===== src/rtl/regfile_2r1w.sv =====
// regfile_2r1w: 32 x WIDTH architectural register file, two combinational read ports, one write port.
// Defining REGFILE_BYPASS_EN adds a same-cycle write-through bypass on both read ports.
module regfile_2r1w #(
    parameter int WIDTH = 32
) (
    input  logic             clock,
    input  logic             ctrl_reset_n,
    input  logic             ctrl_writeEnable,
    input  logic [4:0]       ctrl_writeReg,
    input  logic [WIDTH-1:0] data_writeReg,
    input  logic [4:0]       ctrl_readRegA,
    input  logic [4:0]       ctrl_readRegB,
    output logic [WIDTH-1:0] data_readRegA,
    output logic [WIDTH-1:0] data_readRegB
);

    logic [31:0]      write_sel;
    logic [WIDTH-1:0] regs_d   [1:31];
    logic [WIDTH-1:0] regs_q   [1:31];
    logic [WIDTH-1:0] reg_view [0:31];
    logic [WIDTH-1:0] read_a;
    logic [WIDTH-1:0] read_b;

    // One-hot write-select decoder; bit 0 exists but has no register behind it.
    always_comb begin
        write_sel = 32'd1 << ctrl_writeReg;
    end

    // NOTE: every path assigns regs_d, so no latch is inferred; next-state logic uses blocking '='.
    always_comb begin
        for (int i = 1; i < 32; i++) begin
            regs_d[i] = (ctrl_writeEnable && write_sel[i]) ? data_writeReg : regs_q[i];
        end
    end

    // NOTE: this array is reset because its contents are architecturally visible, unlike a scratch RAM;
    // sequential state is updated with non-blocking '<=' only.
    always_ff @(posedge clock or negedge ctrl_reset_n) begin
        if (!ctrl_reset_n) begin
            for (int i = 1; i < 32; i++) begin
                regs_q[i] <= '0;
            end
        end else begin
            for (int i = 1; i < 32; i++) begin
                regs_q[i] <= regs_d[i];
            end
        end
    end

    always_comb begin
        reg_view[0] = '0;
        for (int i = 1; i < 32; i++) begin
            reg_view[i] = regs_q[i];
        end
    end

`ifdef REGFILE_BYPASS_EN
    logic bypass_a;
    logic bypass_b;

    // Forward the in-flight write so a same-cycle reader sees the new value; r0 never forwards.
    always_comb begin
        bypass_a = ctrl_writeEnable && (ctrl_writeReg == ctrl_readRegA) && (ctrl_readRegA != 5'd0);
        bypass_b = ctrl_writeEnable && (ctrl_writeReg == ctrl_readRegB) && (ctrl_readRegB != 5'd0);
        read_a   = bypass_a ? data_writeReg : reg_view[ctrl_readRegA];
        read_b   = bypass_b ? data_writeReg : reg_view[ctrl_readRegB];
    end
`else
    always_comb begin
        read_a = reg_view[ctrl_readRegA];
        read_b = reg_view[ctrl_readRegB];
    end
`endif

    // Outputs are forced low during reset so a bypassed write cannot leak through.
    assign data_readRegA = ctrl_reset_n ? read_a : '0;
    assign data_readRegB = ctrl_reset_n ? read_b : '0;

endmodule


===== config.mk =====
export PLATFORM = sky130hd
export DESIGN_NAME = regfile_2r1w
export DESIGN_NICKNAME = d
export VERILOG_FILES = /design/src/rtl/regfile_2r1w.sv
export SDC_FILE = /design/constraint.sdc
export NUM_CORES = 2
export LEC_CHECK = 0
export ABC_AREA = 0
export ABC_CLOCK_PERIOD_IN_PS = 3200
export BUFFER_PORTS_ARGS = -buffer_cell sky130_fd_sc_hd__buf_2
export CORE_MARGIN = 1
export CORE_UTILIZATION = 65
export CTS_BUF_LIST = sky130_fd_sc_hd__clkbuf_8
export DETAILED_ROUTE_END_ITERATION = 16
export PLACE_DENSITY_LB_ADDON = 0.12
export SLEW_MARGIN = 20
export SYNTH_ARGS = -nofsm -noshare
export SYNTH_HDL_FRONTEND = slang
export SYNTH_SLANG_ARGS = --single-unit

===== constraint.sdc =====
create_clock -name clock -period 3.2 [get_ports clock]
set_input_delay 0.8 -clock clock [delete_from_list [all_inputs] [get_ports clock]]
set_output_delay 0.8 -clock clock [all_outputs]
set_load 0.01 [all_outputs]

Word level (Yosys, flattened, before mapping) --
Cells that the tools add are included.
Cells by class: $lt $le $gt $ge 2, shift-type cells 1, divide/modulo/power cells 0, equality and inequality tests 0, add/sub/neg operators 0, reductions and logical operators 31, bitwise logic cells 2, mux-type cells 8, $mul 0
Operator list (number):
- 32-bit binary-select mux with 5-bit select | 2
- 32-bit 2-to-1 mux | 6
- 1-bit by 5-bit left shift with 32-bit output, first input constant | 1
- 1-bit logical AND | 31
- 6-bit >= comparator, second input constant | 2
- 5-bit NOT with 6-bit output | 2
Word-level totals: input port bits 50, bits in writable memories 0, memories kept 0, ROM bits 0, logic and storage cells 75, output and inout port bits 64, latch bits 0, register bits 992

Longest topological paths before layout --
word-level depth 5, depth in mapped cells 8, mapped depth without buffers 4

Least setup slack after synthesis --
OpenSTA, ideal clock, no wires.
kind input port to output port, start point in ctrl_readRegA[0], end point out data_readRegA[30], required time 2400 ps, buffers on the path 2, stages 5, path slack 90 ps, arrival time 2310 ps, path through buf_2 buf_6 mux4_2 mux4_2 o221a_1
On the way: cells in the longest elaborated chain, start to end 5
Ends and longest elaborated chain:
- start, declared | line 11 | input logic [4:0] ctrl_readRegA,
- 5-bit NOT with 6-bit output (implied by the code) | line 70 | read_a = reg_view[ctrl_readRegA];
- 32-bit binary-select mux with 5-bit select | line 70
- 32-bit 2-to-1 mux (implied by the code) (2 in series) | line 70
- 32-bit 2-to-1 mux | line 76 | assign data_readRegA = ctrl_reset_n ? read_a : '0;
- end, declared | line 13 | output logic [WIDTH-1:0] data_readRegA,
Every way passes these cells. The select of a mux whose other input is x is not followed.

Worst setup path in the final report --
start point reg regs_q (netlist bit reg_view[926]), end point out data_readRegA[30]
On the way: cells in the longest elaborated chain, start to end 4
Ends and longest elaborated chain:
- start, declared | line 19 | logic [WIDTH-1:0] regs_q [1:31];
- start signal, assigned by index | line 45 | regs_q[i] <= regs_d[i];
- 32-bit binary-select mux with 5-bit select | line 70
- 32-bit 2-to-1 mux (implied by the code) (2 in series) | line 70
- 32-bit 2-to-1 mux | line 76
Every way passes these cells. The select of a mux whose other input is x is not followed.

==> summary.md <==
| Metric | Value |
|---|---|
| Status | finished with violations |
| Failing checks | negative setup slack |
| Met2 Use GR | 0.655 |
| Critical path class | reg -> out |
| Max_cap viols | 0 |
| Die Area | 83900 um^2 |
| Final setup viols | 63 |
| Unrepaired setup endpoints after global routing | yes |
| Grt ovf | 0 |
| Syn nets | 3769 |
| Period minus WS final | between 3000 and 4000 ps |
| Relative slew slack | 0.478 |
| Fin area | 65000 um^2 |
| Largest area contributor in the netlist | dfrtp_1 |
| Final wirelength | 181 mm |
| Synth area leaders | dfrtp_1 46%, mux2_2 23%, mux4_2 15% |
| Post-DP HPWL | 108 mm |
| Final nets | about 4200 |
| Slew Viols, Final | 0 |
| Worst Clk Skew | 0 ps |
| F_max | ~290 MHz |
| Top-count cell post-synth | mux2_2 |
| CP Data Required Time | about 2400 ps |
| Final hold vios | 0 |
| Number of cells on the worst reg-to-reg path | 3 |
| Global Route Usage Sum | 0.434 |
| Area of the multi-input gates | roughly 28000 um^2 |
| Largest net degree at the start of global routing | 62 |
| Final ANT Viol Nets | 0 |
| CTS Buffer Depth | 3 |
| Setup slack, reg-to-reg | 2140 ps |
| Post-DR vias/cell | roughly 7.4 |
| Sink Count | 992 |
| Max FO, Critical Path | 3 |
| Filler instances | 4533 |
| Crit Reg-Reg Endpoint | reg_view[434] |
| Prevailing post-synth register cell | dfrtp_1 |
| Post-synth EDFFs | 0 |
| Final Cycle Share | 1.08 |
| Share of layout cells above drive strength 1 | 0.588 |
| DRT iter0 DRCs | between 4000 and 5000 |
| CTS clock-pin slew for the worst setup and hold paths | 60 ps |
| Commonest cells in the netlist | 1119 x mux2_2, 992 x dfrtp_1, 347 x mux4_2, 265 x mux2i_1, 200 x clkbuf_1 |
| CTS tree | built |
| Hold_ws | 47.9 ps |
| Worst slew pin tran | about 780 ps |
| Synthesized area | 53800 um^2 |
| Met1 Track Usage GR | 0.559 |
| Register area | 24800 um^2 |
| Post-synth top area share | 0.461 |
| Clk_lat worst skew | 860 ps |
| Critical path arrival | roughly 2700 ps |
| GRT met3 Usage | 0.130 |
| Dpl cell area | between 50000 and 60000 um^2 |
| R2r startpoint | reg_view[434] |
| Total number of vias | 39200 |
| Core ar. | 82000 um^2 |
| First-pass GRT wire length | 264 mm |
| Worst hold path class | in -> async |
| Max VDD drop | 555 uV |
| Die X | 290 um |
| Vias in the first global route | a little over 40000 |
| Avg Cell Area, Syn | 14.5 um^2 |
| Crit end category | primary output |
| # DRC | 0 |
| Inserted Clock Buffers | 164 |
| Area Growth Syn to Fin | 20.9% |
| Number of synthesized register bits | between 900 and 1000 |
| Drt pass-1 iters | 5 |
| CTS H-tree depth | 4 |
| Port Buffers | around 110 |
| Routability cong. | 0.926 |
| Routed length per instance | 33.9 um |
| Die boundary height | 290 um |
| Fraction of the yosys area taken by sequential cells | 0.461 |
| Synth Warn # | 0 |
| Lkg Pwr | about 0.029 uW |
| Starting Density | 0.656 |
| Synth async-reset ratio | 1.00 |
| Setup slack after layout | -245 ps |
| PwrDens | between 500 and 600 nW/um^2 |
| Startpoint types | flip-flop |
| Row count | 105 |
| Busiest grt layer | met2 |
| Count of different cell masters after synthesis | 41 |
| Antenna violations before repair | 8 |
| Syn Inst Count | 3719 |
| Root Buffer | clkbuf_8 |
| Largest register FFs | 992 |
| Ports | 114 |
power breakdown:
part	internal (uW)	total (uW)	switching, uW
sequential	15000	17000	2020
clock	6110	11300	5190
combinational	5340	8880	3540
cell usage in the layout, fill, tap and decap left out, types with 8 or more instances in the layout:
cell / netlist / layout
nand3_1: 8 / 8
or3_1: 32 / 31
o221ai_2: 0 / 10
a22o_1: 33 / 33
nand2_1: 81 / 63
clkinv_2: 0 / 14
mux2i_1: 265 / 263
a221oi_2: 0 / 14
buf_16: 0 / 30
a31oi_1: 32 / 18
buf_4: 18 / 344
nor2_4: 0 / 16
dfrtp_1: 992 / 992
and2_1: 34 / 32
nor3_1: 31 / 30
mux4_2: 347 / 347
o311a_1: 30 / 30
a221oi_1: 62 / 47
o211ai_1: 30 / 30
o221a_2: 30 / 30
o221ai_4: 0 / 22
o221ai_1: 65 / 33
buf_8: 0 / 11
mux2_2: 1119 / 1087
buf_12: 0 / 125
clkbuf_8: 0 / 219
nor2b_1: 66 / 61
buf_6: 5 / 41
buf_2: 130 / 90
nand2_2: 0 / 16
inv_1: 2 / 49
mux2_4: 1 / 33
per-stage QoR:
stage / util / power, uW / worst slack [ps] / cells / setup TNS [ps]
final: 0.793 / 37200 / -245 / 5328 / -7270
after global routing: 0.793 / 38500 / -289 / 5326 / -9620
after CTS: 0.784 / 36700 / -253 / 5295 / -7090
after detailed placement: 0.714 / 24900 / -372 / 4878 / -14600
after global placement: 0.714 / 24300 / -371 / 4878 / -13150
after floorplan: - / 22200 / 89.8 / 3719 / 0
how the worst max path moves through the flow:
stage                                   end        startpoint  depth (start not counted)
after floorplan           data_readRegA[30]  ctrl_readRegA[0]                          5
after global placement    data_readRegB[25]  ctrl_readRegB[0]                          8
after detailed placement  data_readRegB[25]  ctrl_readRegB[0]                          8
after CTS                 data_readRegA[30]     reg_view[926]                          5
after global routing      data_readRegA[30]     reg_view[926]                          5
final                     data_readRegA[30]     reg_view[926]                          5
cells by family after synthesis:
family                 count (synthesis)  share of synthesized area
multiplexers                        1732                      0.429
flip-flops                           992                      0.461
buffers and inverters                408                     0.0334
AO/OA/AOI/OAI                        295                     0.0475
AND/OR/NAND/NOR                      292                     0.0287
per-layer routing:
metal  share of wire  vias to the layer above
met5         0.00013                        -
met4           0.063                        4
met3            0.11                      701
met2            0.46                     2723
met1            0.37                    20500
li1                -                    15200
repair_timing:
| item | 4_1_cts | 5_1_grt |
|---|---|---|
| setup buffers | 111 | 27 |
| hold buffers | 5 | 0 |
| gates cloned | 21 | 3 |
| hold endpoints to repair | 36 | 0 |
| pin swaps | 38 | 30 |
| setup endpoints to repair | 64 | 64 |
| gates resized for setup | 176 | 79 |
worst max-delay path, cell delays in order (launching register included):
cell and delay, ps:
dfrtp_1 400, mux2_4 260, a22o_1 240, mux4_2 470, o221a_4 310, buf_6 130
layout make-up:
class                           instances  share of cell area
Multi-Input combinational cell       2319               0.435
Sequential cell                       992               0.382
Timing Repair Buffer                  655               0.112
Clock buffer                          218              0.0461
Tap cell                             1070              0.0206
Clock inverter                         66             0.00467
Antenna cell                            6            0.000231
Inverter                                2            0.000115
No activity file was read; power rests on OpenSTA's default activity.
